==> config.mk <==
export PLATFORM = sky130hd
export DESIGN_NAME = cpu_ctrl_fsm
export DESIGN_NICKNAME = d
export VERILOG_FILES = /design/src/rtl/cpu_ctrl_pkg.sv /design/src/rtl/cpu_ctrl_decode.sv /design/src/rtl/cpu_ctrl_fsm.sv
export SDC_FILE = /design/constraint.sdc
export NUM_CORES = 1
export LEC_CHECK = 0
export ABC_AREA = 0
export BUFFER_PORTS_ARGS = -buffer_cell sky130_fd_sc_hd__clkbuf_2
export CAP_MARGIN = 20
export CORE_AREA = 2 2 39 41
export CTS_CLUSTER_DIAMETER = 50
export DETAILED_ROUTE_END_ITERATION = 10
export DIE_AREA = 0 0 41 43
export SKIP_LAST_GASP = 1
export SLEW_MARGIN = 25
export SYNTH_ARGS = -nofsm -noshare
export SYNTH_HDL_FRONTEND = slang
export SYNTH_SLANG_ARGS = --single-unit
export TNS_END_PERCENT = 10
==> constraint.sdc <==
create_clock -name clk -period 1.3 [get_ports clk]
set_input_delay 0.13 -clock clk [delete_from_list [all_inputs] [get_ports clk]]
set_output_delay 0.13 -clock clk [all_outputs]
set_load 0.01 [all_outputs]
==> src/rtl/cpu_ctrl_pkg.sv <==
// Shared opcode, ALU-op and state definitions for the accumulator CPU control sequencer.
package cpu_ctrl_pkg;

  localparam int unsigned OpcWDefault = 4;

  localparam logic [3:0] OpLoad  = 4'h0;
  localparam logic [3:0] OpStore = 4'h1;
  localparam logic [3:0] OpAdd   = 4'h2;
  localparam logic [3:0] OpSub   = 4'h3;
  localparam logic [3:0] OpJmp   = 4'h4;
  localparam logic [3:0] OpJz    = 4'h5;
  localparam logic [3:0] OpHalt  = 4'hF;

  localparam logic [1:0] AluPass = 2'b00;
  localparam logic [1:0] AluAdd  = 2'b01;
  localparam logic [1:0] AluSub  = 2'b10;

  typedef enum logic [2:0] {
    StFetch0 = 3'd0,
    StFetch1 = 3'd1,
    StFetch2 = 3'd2,
    StDecode = 3'd3,
    StMem    = 3'd4,
    StExec   = 3'd5,
    StHalt   = 3'd6
  } state_e;

endpackage

==> src/rtl/cpu_ctrl_decode.sv <==
// Combinational opcode classifier feeding the control sequencer.
module cpu_ctrl_decode
  import cpu_ctrl_pkg::*;
#(
  parameter int unsigned OPC_W = OpcWDefault
) (
  input  logic [OPC_W-1:0] opcode,
  output logic             needs_mem,
  output logic             is_store,
  output logic             is_jmp,
  output logic             is_jz,
  output logic             is_halt,
  output logic [1:0]       alu_op
);

  always_comb begin
    needs_mem = 1'b0;
    is_store  = 1'b0;
    is_jmp    = 1'b0;
    is_jz     = 1'b0;
    is_halt   = 1'b0;
    alu_op    = AluPass;
    case (opcode)
      OPC_W'(OpLoad):  needs_mem = 1'b1;
      OPC_W'(OpStore): begin
        needs_mem = 1'b1;
        is_store  = 1'b1;
      end
      OPC_W'(OpAdd): begin
        needs_mem = 1'b1;
        alu_op    = AluAdd;
      end
      OPC_W'(OpSub): begin
        needs_mem = 1'b1;
        alu_op    = AluSub;
      end
      OPC_W'(OpJmp):  is_jmp  = 1'b1;
      OPC_W'(OpJz):   is_jz   = 1'b1;
      OPC_W'(OpHalt): is_halt = 1'b1;
      default: ;
    endcase
  end

endmodule

==> src/rtl/cpu_ctrl_fsm.sv <==
// Fetch/decode/execute sequencer for the accumulator CPU datapath.
// Optional memory-wait timeout enabled by defining CPU_CTRL_MEM_TIMEOUT_EN.
module cpu_ctrl_fsm
  import cpu_ctrl_pkg::*;
#(
  parameter int unsigned OPC_W          = OpcWDefault,
  parameter int unsigned TIMEOUT_CYCLES = 15
) (
  input  logic             clk,
  input  logic             rst,
  input  logic [OPC_W-1:0] ir_opcode,
  input  logic             zflag,
  input  logic             mem_ack,
  output logic             mem_req,
  output logic             mem_we,
  output logic             mar_ld,
  output logic             mar_sel,
  output logic             mdr_ld,
  output logic             ir_ld,
  output logic             pc_inc,
  output logic             pc_ld,
  output logic             acc_ld,
  output logic             zflag_ld,
  output logic [1:0]       alu_op,
  output logic             halted,
  output logic             mem_err,
  output logic [2:0]       state_dbg
);

  state_e     state_q, state_d;
  logic       dec_needs_mem, dec_is_store, dec_is_jmp, dec_is_jz, dec_is_halt;
  logic [1:0] dec_alu_op;
  logic       timeout;

  cpu_ctrl_decode #(
    .OPC_W(OPC_W)
  ) u_decode (
    .opcode   (ir_opcode),
    .needs_mem(dec_needs_mem),
    .is_store (dec_is_store),
    .is_jmp   (dec_is_jmp),
    .is_jz    (dec_is_jz),
    .is_halt  (dec_is_halt),
    .alu_op   (dec_alu_op)
  );

`ifdef CPU_CTRL_MEM_TIMEOUT_EN
  localparam int unsigned CntW = $clog2(TIMEOUT_CYCLES + 1);

  logic [CntW-1:0] cnt_q, cnt_d;
  logic            mem_err_q, mem_err_d;
  logic            in_wait_state;

  assign in_wait_state = (state_q == StFetch1) || (state_q == StMem);
  // Fires on the wait cycle that brings the count up to the limit; an ack that cycle wins.
  assign timeout = in_wait_state && !mem_ack && (cnt_q == CntW'(TIMEOUT_CYCLES - 1));

  always_comb begin
    cnt_d     = cnt_q;
    mem_err_d = mem_err_q;
    if (!in_wait_state) begin
      cnt_d = '0;
    end else if (!mem_ack) begin
      cnt_d = cnt_q + 1'b1;
    end
    if (timeout) begin
      mem_err_d = 1'b1;
    end
  end

  always_ff @(posedge clk) begin
    if (rst) begin
      cnt_q     <= '0;
      mem_err_q <= 1'b0;
    end else begin
      cnt_q     <= cnt_d;
      mem_err_q <= mem_err_d;
    end
  end

  assign mem_err = mem_err_q & ~rst;
`else
  logic unused_timeout_cfg;
  assign unused_timeout_cfg = ^TIMEOUT_CYCLES;
  assign timeout = 1'b0;
  assign mem_err = 1'b0;
`endif

  always_comb begin
    state_d  = state_q;
    mem_req  = 1'b0;
    mem_we   = 1'b0;
    mar_ld   = 1'b0;
    mar_sel  = 1'b0;
    mdr_ld   = 1'b0;
    ir_ld    = 1'b0;
    pc_inc   = 1'b0;
    pc_ld    = 1'b0;
    acc_ld   = 1'b0;
    zflag_ld = 1'b0;
    alu_op   = AluPass;
    halted   = 1'b0;

    unique case (state_q)
      StFetch0: begin
        mar_ld  = 1'b1;
        state_d = StFetch1;
      end
      StFetch1: begin
        mem_req = 1'b1;
        if (mem_ack) begin
          mdr_ld  = 1'b1;
          pc_inc  = 1'b1;
          state_d = StFetch2;
        end
      end
      StFetch2: begin
        ir_ld   = 1'b1;
        state_d = StDecode;
      end
      StDecode: begin
        state_d = StFetch0;
        if (dec_needs_mem) begin
          mar_ld  = 1'b1;
          mar_sel = 1'b1;
          state_d = StMem;
        end else if (dec_is_jmp) begin
          pc_ld = 1'b1;
        end else if (dec_is_jz) begin
          pc_ld = zflag;
        end else if (dec_is_halt) begin
          state_d = StHalt;
        end
      end
      StMem: begin
        mem_req = 1'b1;
        mem_we  = dec_is_store;
        if (mem_ack) begin
          if (dec_is_store) begin
            state_d = StFetch0;
          end else begin
            mdr_ld  = 1'b1;
            state_d = StExec;
          end
        end
      end
      StExec: begin
        acc_ld   = 1'b1;
        zflag_ld = 1'b1;
        alu_op   = dec_alu_op;
        state_d  = StFetch0;
      end
      StHalt: halted = 1'b1;
      default: state_d = StFetch0;
    endcase

    if (timeout) begin
      state_d = StHalt;
    end

    // Reset cycle presents a fully quiet control bus, whatever state was left behind.
    if (rst) begin
      mem_req  = 1'b0;
      mem_we   = 1'b0;
      mar_ld   = 1'b0;
      mar_sel  = 1'b0;
      mdr_ld   = 1'b0;
      ir_ld    = 1'b0;
      pc_inc   = 1'b0;
      pc_ld    = 1'b0;
      acc_ld   = 1'b0;
      zflag_ld = 1'b0;
      alu_op   = AluPass;
      halted   = 1'b0;
    end
  end

  always_ff @(posedge clk) begin
    if (rst) begin
      state_q <= StFetch0;
    end else begin
      state_q <= state_d;
    end
  end

  assign state_dbg = rst ? 3'd0 : state_q;

endmodule
# Yosys cells after proc, flatten, opt, wreduce, memory -nomap -nowiden
# Cells that the tools add are included.
word_totals:
  romBits: 0
  ram_bits: 0
  inputBits: 8
  mem_count: 0
  out_inout_bits: 17
  latchBits: 0
  reg_bits: 3
classes:
  mux: 44
  div_mod_pow: 0
  mul: 0
  n_reduce_logical: 5
  bitwise: 1
  shifts: 0
  order_cmp: 0
  n_addsub: 0
  eq_ne: 14
op_table:
  columns: ["cell", "count"]
  rows:
  - ["2-to-1 mux 1 bit", 30]
  - ["2-to-1 mux 3 bit", 8]
  - ["one-hot mux 3 bit (6 select lines)", 1]
  - ["== test 3 bit, second input constant", 3]
  - ["== test 4 x 2 -> 1 bit, second input constant", 2]
  - ["== test 4 x 3 -> 1 bit, second input constant", 2]
  - ["== test 3 x 2 -> 1 bit, second input constant", 2]
  - ["== test 4 x 1 -> 1 bit, second input constant", 1]
  - ["== test 4 bit, second input constant", 1]
  - ["logical NOT 4 bit", 1]
  - ["2-to-1 mux 2 bit", 2]
  - ["inequality test 2 bit, second input constant", 2]
  - ["one-hot mux 1 bit (2 select lines)", 2]
  - ["one-hot mux 2 bit (2 select lines)", 1]
  - ["OR reduction 4 bit", 1]
  - ["== test 3 x 1 -> 1 bit, second input constant", 1]
  - ["logical NOT 3 bit", 1]
  - ["AND reduction 3 bit", 1]
  - ["OR reduction 2 bit", 1]
  - ["inverter 1 bit", 1]

# Depth between registers and ports, before layout
# Gate-level depths: netlist (run 1).
logic_depth:
  depth_word: 7
  mapped_depth: 5

# Cells and area by module
# From an unflattened synthesis (run 1), not the netlist that was laid out.
hier_totals:
  hier_cells: 62
  hier_area_um2: 442.9
modules_own_cells:
  columns: ["module", "instances", "cells_per_inst", "seq_area_each_um2", "area_per_inst_um2"]
  rows:
  - ["cpu_ctrl_fsm", 1, 55, 60.1, 371.6]
  - ["cpu_ctrl_decode", 1, 7, 0.0, 71.3]

# Least setup slack after synthesis (run 1)
# No wires, ideal clock.
synth_timing:
  path_kind: "register to output"
  from: "register state_q[2]"
  to: "output port alu_op[0]"
  t_required_ps: 1170
  path_stages_with_launch: 5
  setup_slack_ps: 44
  arrival_time_ps: 1126
  path_cell_list: "dfxtp_1 > nor2b_1 > and3_1 > nand3_1 > nor2_1"
synth_between:
  elab_chain_len: 3
synth_rtl:
  columns: ["element", "line_no", "rtl"]
  rows:
  - ["start, declared", "cpu_ctrl_fsm.sv:30", "state_e state_q, state_d;"]
  - ["start signal, assigned", "cpu_ctrl_fsm.sv:180", "state_q <= StFetch0;"]
  - ["start signal, assigned", "cpu_ctrl_fsm.sv:182", "state_q <= state_d;"]
  - ["== test 3 bit", "cpu_ctrl_fsm.sv:104", "unique case (state_q)"]
  - ["2-to-1 mux 2 bit", "cpu_ctrl_fsm.sv:104", null]
  - ["2-to-1 mux 2 bit", "cpu_ctrl_fsm.sv:162", "if (rst) begin"]
  - ["end, declared", "cpu_ctrl_fsm.sv:24", "output logic [1:0] alu_op,"]
# Every way passes these cells.

# Worst setup path after layout (run 1)
layout_timing:
  from: "register state_q[2]"
  to: "output port mem_req"
layout_between:
  elab_chain_len: 4
  word_cells_on_any_way: 5
layout_rtl:
  columns: ["element", "line_no", "rtl"]
  rows:
  - ["== test 3 bit or == test 3 x 1 -> 1 bit (tied branches)", "cpu_ctrl_fsm.sv:104", null]
  - ["OR reduction 2 bit (no source line) *", null, null]
  - ["2-to-1 mux 1 bit *", "cpu_ctrl_fsm.sv:104", null]
  - ["2-to-1 mux 1 bit *", "cpu_ctrl_fsm.sv:162", null]
  - ["end, declared", "cpu_ctrl_fsm.sv:14", "output logic mem_req,"]
# Mark *: on every way between the ends. The rest lies on a longest branch, timed or not.

==> results.py, run 1 <==
metrics = {
    "run_status": {
        "status": "finished, violations left",
        "violations": "negative setup slack",
    },
    "floorplan": {
        "num_io_pins": 25,
        "chipHeight_um": 43,
        "dieArea_um2": 1760,
        "coreArea_um2": 1380,
        "rows": 14,
        "dieWidth_um": 41,
        "floorplan.initialDensity_pct": 28.0,
    },
    "final_layout": {
        "largest_reg_flops": 3,
        "reg_top3": "state_q x3",
        "drive_gt1_share_pct": 56.4,
        "num-nets-final": 103,
        "num_antenna_cells": 0,
        "syn_to_final_growth_pct": 69.7,
        "top_register": "state_q",
        "final_util_pct": 47.6,
    },
    "route": {
        "wl_per_cell_um": 11.2,
        "drc": 0,
        "postRouteAntennaNets": 0,
        "drtIter0Drc": 13,
        "drtPass1Iterations": 4,
        "vias": 526,
        "postRouteWirelength_mm": 1.24,
        "post_drt_via_cell_ratio": 4.78,
    },
    "flow_run": {
        "cap_violations": 0,
    },
    "power": {
        "leakage_nw": 0.328,
        "combPwrFrac_pct": 35.2,
        "pwr-share-seq_pct": 24.5,
        "swShare_pct": 33.3,
        "internal-power_uw": 284,
        "p_per_area_nw_per_um2": 647,
        "switchingPower_uw": 142,
        "power.share.clock_pct": 40.3,
        "power_uw": 426,
        "ir_drop_mv": 0.401,
    },
    "worst_setup_path": {
        "crit_buf_inv": 2,
        "end_kind": "output pin",
        "arrival_ns": 1.31,
        "crit_fanout": 6,
        "worstPathRequired_ns": 1.17,
        "cp_slowest_stage_delay_ns": 0.36,
        "path_cells": "and2b_2 -> buf_4 -> nor2b_1 -> nor3_1 -> buf_2",
        "crit_family": "simple AND/OR/NAND/NOR gates",
        "worstSetupStartpointType": "flip-flop",
        "worst_path_max_delay_cell": "dfxtp_4",
        "crit_type": "reg2out",
    },
    "min_path": {
        "hold_path.class": "in2reg",
    },
    "place": {
        "dp_slack_ns": 0.0168,
        "port_buffers": 23,
        "finalWeightedCongestion": 0.840,
        "hpwl_um": 898,
    },
    "clocking": {
        "clkTransAtPathRegs_ns": 0.04,
        "ctsRootBufferMaster": "clkbuf_4",
        "cts_buffers": 3,
        "clock_latency_ns": 0.24,
        "h-tree-depth": 1,
        "tritoncts": "built",
        "clockBufferDepth": 2,
        "clkSinkCount": 3,
    },
    "sta": {
        "fin_crit_ns": 1.44,
        "finalCritPeriodShare_pct": 111,
        "setup_ws_ns": -0.137,
        "finalSetupViolations": 11,
        "drv_slew": 0,
        "fmax_mhz": 696,
        "final-hold-violation-count": 0,
        "skew_ns": 0.00709,
        "rsz0062_at_grt": "yes",
    },
    "yosys": {
        "synthCells": 59,
        "synth_fp_nets": 67,
        "synth_area_um2": 388,
        "yosysSeqAreaShare_pct": 15.5,
        "ys_warn_count": 0,
        "syn_area_per_cell_um2": 6.57,
        "synth-seq-cells": 3,
        "yosysUniqueCellTypes": 25,
    },
    "global_routing": {
        "grt_start_max_net_pins": 9,
        "track_usage_pct": 15.0,
        "grt_pass1_wl_mm": 1.81,
        "antenna_found_initial": 0,
        "grt_pass1_vias": 439,
        "gr-total-overflow": 0,
    },
}
[layer usage]
metal  global-route usage, %  wire length (µm)  up-vias
met2                    22.5               575       30
met1                    18.2               515      224
met4                    10.0                19        0
li1                        -                 -      269
met3                    3.14               125        3
met5                       0                 0        -
[synth_stat cells, drive strengths merged]
library cell  n  area share, %
nor2          9            8.7
buf           6             11
nand2         6            5.8
nor3          6            7.7
nor2b         4            7.1
a21oi         3            3.9
dfxtp         3             15
inv           3            2.9
nor4b         3             11
and3          2            3.2
nor3b         2            3.9
o21ai         2            2.6
a311oi        1            2.3
and2b         1            1.9
and4          1            2.3
conb          1           0.97
nand2b        1            1.6
nand3         1            1.3
nand3b        1            1.9
nand4         1            1.6
nor4          1            1.6
o22ai         1            1.6
[path summary, 6_finish.rpt]
check,from,cells past startpoint,endpoint,slack [ns]
worst max-delay path,state_q[2],5,mem_req,-0.14
worst min-delay path,rst,2,state_q[0],0.18
worst max register to register,state_q[1],5,state_q[2],0.26
worst min register to register,state_q[2],3,state_q[2],0.62
[area by class of cell]
| cell class | count | area, µm² |
|---|---|---|
| well taps | 16 | 20.0 |
| repair buffers | 37 | 220 |
| multi-input cells | 47 | 312 |
| fillers | 150 | 726 |
| clock buffers | 4 | 26.3 |
| inverters | 3 | 11.3 |
| flip-flops and latches | 3 | 68.8 |
[kinds of logic after synthesis]
logic type	Yosys count	share of synthesized area, %
buf+inv	9	13.9
simple gates	39	59.4
compound gates	7	10.3
flops	3	15.5
other cells	1	0.967
[power groups by stage]
stage / sequential, mW / combinational (mW) / clock [mW]
floorplan: 0.102 / 0.0804 / 0
global placement: 0.109 / 0.126 / 0
detailed placement: 0.108 / 0.125 / 0
CTS: 0.103 / 0.147 / 0.181
global route: 0.105 / 0.163 / 0.191
finish: 0.104 / 0.150 / 0.172
[through the flow]
stage / hold slack (ns) / cells / TNS [ns] / cell area, µm²
after floorplan: 0.296 / 59 / 0 / 388
after global placement: 0.399 / 102 / 0 / 556
after detailed placement: 0.395 / 102 / 0 / 556
after CTS: 0.157 / 110 / -0.913 / 642
after global routing: 0.179 / 110 / -1.65 / 658
final: 0.182 / 110 / -0.766 / 658
[timing repair]
item	in CTS	in global routing
setup buffers	4	0
gates resized for setup	11	5
hold buffers	0	0
pin swaps	2	1
endpoints found under the setup margin	13	13
[cell usage in the layout (no fill, tap or decap)]
cell type / synthesis / layout
clkbuf_2: 0 / 21
buf_4: 5 / 14
nor2_1: 9 / 8
nor3_1: 6 / 6
nand2_1: 6 / 6
inv_1: 3 / 3
clkbuf_4: 0 / 3
nor2b_1: 3 / 2
nor3b_1: 2 / 2
nor4b_2: 0 / 2
a21oi_1: 3 / 2
o21ai_0: 2 / 2
buf_2: 1 / 2
dfxtp_4: 0 / 2
nor2b_4: 0 / 1
and3_4: 0 / 1
nand3_2: 0 / 1
and2b_2: 0 / 1
and4_1: 1 / 1
nor2b_2: 1 / 1
nor4_1: 1 / 1
nor4b_4: 1 / 1
nor2_2: 0 / 1
a21oi_2: 0 / 1
and3_1: 2 / 1
nand2b_1: 1 / 1
a311oi_1: 1 / 1
o22ai_1: 1 / 1
nand4_1: 1 / 1
nand3b_1: 1 / 1
conb_1: 1 / 1
clkbuf_1: 0 / 1
dfxtp_2: 0 / 1
No activity file was read; power rests on OpenSTA's default activity.
==> inputs of run 2 (changes only) <==
==> constraint.sdc (replaced) <==
create_clock -name clk -period 1.3 [get_ports clk]
set_input_delay 0.26 -clock clk [delete_from_list [all_inputs] [get_ports clk]]
set_output_delay 0.26 -clock clk [all_outputs]
set_load 0.01 [all_outputs]
==> results.py, run 2 (synthesis gave the netlist of run 1 again) <==
metrics = {
    "sta": {
        "final-hold-violation-count": 0,
        "setup_ws_ns": -0.209,
        "fmax_mhz": 663,
        "rsz0062_at_grt": "yes",
        "finalCritPeriodShare_pct": 116,
        "tns_ns": -2.32,
        "fin_crit_ns": 1.51,
        "drv_slew": 0,
        "finalSetupViolations": 14,
        "skew_ns": 0.00688,
    },
    "final_layout": {
        "stdcell_area_um2": 698,
        "drive_gt1_share_pct": 56.4,
        "fillers": 153,
        "mostFrequentLayoutCells": "clkbuf_2, buf_4, nor2_1",
        "top_register": "state_q",
        "num_antenna_cells": 0,
        "syn_to_final_growth_pct": 80.0,
        "num-nets-final": 110,
        "reg_top3": "state_q x3",
        "largest_reg_flops": 3,
    },
    "global_routing": {
        "grt_pass1_vias": 464,
        "grt_pass1_wl_mm": 1.83,
        "antenna_found_initial": 0,
        "gr-total-overflow": 0,
        "track_usage_pct": 15.0,
        "grt_start_max_net_pins": 8,
    },
    "worst_setup_path": {
        "crit_fanout": 6,
        "r2r_cells": 6,
        "r2r_slack_ns": 0.06,
        "arrival_ns": 1.25,
        "crit_type": "reg2out",
        "end_kind": "output pin",
        "r2r_end": "state_q[0]",
        "cp_slowest_stage_delay_ns": 0.36,
        "path_cells": "nor2b_4 -> and3_4 -> nand3_2 -> nor2_1 -> buf_2",
        "worst_path_max_delay_cell": "dfxtp_4",
        "worstReg2RegStart": "state_q[1]",
        "worstSetupStartpointType": "flip-flop",
        "worstPathRequired_ns": 1.04,
    },
    "clocking": {
        "tritoncts": "built",
        "cts_buffers": 3,
        "clock_latency_ns": 0.24,
        "clkSinkCount": 3,
        "clkTransAtPathRegs_ns": 0.04,
        "h-tree-depth": 1,
        "ctsRootBufferMaster": "clkbuf_4",
        "clockBufferDepth": 2,
    },
    "floorplan": {
        "coreArea_um2": 1380,
        "dieWidth_um": 41,
        "floorplan.initialDensity_pct": 28.0,
        "dieArea_um2": 1760,
        "chipHeight_um": 43,
        "rows": 14,
        "num_io_pins": 25,
    },
    "place": {
        "dp_slack_ns": -0.120,
        "hpwl_um": 964,
        "finalWeightedCongestion": 0.833,
        "post_dp_cell_area_um2": 633,
        "port_buffers": 23,
    },
    "power": {
        "ir_drop_mv": 0.322,
        "p_per_area_nw_per_um2": 615,
        "leakage_nw": 0.361,
    },
    "min_path": {
        "hold_depth": 4,
        "hold_end": "state_q[2]",
        "hold_path.class": "in2reg",
        "hp-start": "mem_ack",
    },
    "route": {
        "post_drt_via_cell_ratio": 4.80,
        "drtPass1Iterations": 4,
        "drtIter0Drc": 24,
        "vias": 562,
        "drc": 0,
        "postRouteWirelength_mm": 1.21,
        "wl_per_cell_um": 10.3,
        "postRouteAntennaNets": 0,
    },
    "flow_run": {
        "cap_violations": 0,
    },
    "run_status": {
        "violations": "negative setup slack",
        "status": "finished, violations left",
    },
}
[run 2: worst max-delay path: cells and delay by family, from the launching register on]
| family | cells | cell delay [ns] |
|---|---|---|
| buf+inv | 1 | 0.13 |
| flops | 1 | 0.36 |
| simple gates | 4 | 0.51 |
[run 2: final cells by class]
class                      count  area, µm²  share of cell area, %
clock buffer                   4       26.3                   3.76
inverter                       3       11.3                   1.61
multi-input combinational     47        300                   43.0
sequential                     3       67.6                   9.68
tap                           16       20.0                   2.87
timing repair buffer          44        273                   39.1
[run 2: worst max-delay path by stage]
stage / end / cells past startpoint / slack [ns] / start
finish: alu_op[0] / 5 / -0.21 / state_q[2]
global route: alu_op[0] / 5 / -0.30 / state_q[2]
CTS: mdr_ld / 4 / -0.22 / state_q[2]
detailed placement: mem_we / 4 / -0.12 / ir_opcode[1]
floorplan: alu_op[0] / 5 / -0.01 / state_q[1]
global placement: mem_we / 4 / -0.09 / ir_opcode[1]
[run 2: report_power, final]
| group | switching (mW) | total (mW) | internal (mW) | leakage [nW] |
|---|---|---|---|---|
| sequential | 0.00839 | 0.105 | 0.0962 | 0.0259 |
| clock | 0.0519 | 0.167 | 0.115 | 0.0150 |
| combinational | 0.0770 | 0.158 | 0.0807 | 0.321 |
[run 2: per-stage QoR]
| stage | power [mW] | utilization [%] | std cells | hold WS (ns) |
|---|---|---|---|---|
| finish | 0.429 | 50.5 | 117 | 0.349 |
| global route | 0.452 | 50.5 | 117 | 0.403 |
| CTS | 0.429 | 49.6 | 117 | 0.347 |
| detailed placement | 0.259 | 45.8 | 112 | 0.507 |
| global placement | 0.258 | 45.8 | 112 | 0.504 |
| floorplan | 0.182 | - | 59 | 0.426 |
[run 2: timing repair]
item,4_1_cts,5_1_grt
pin swaps,0,1
setup endpoints to repair,16,15
setup buffers,1,0
resized for setup,8,4
hold buffers,0,0
[run 2: per-layer routing]
metal  part of all wire (%)  up-vias  track usage, %
met5                      0        -               0
met1                     44      246            18.8
met4                      0        0            8.00
met3                    9.0        0            3.14
li1                       -      288               -
met2                     47       28            22.8
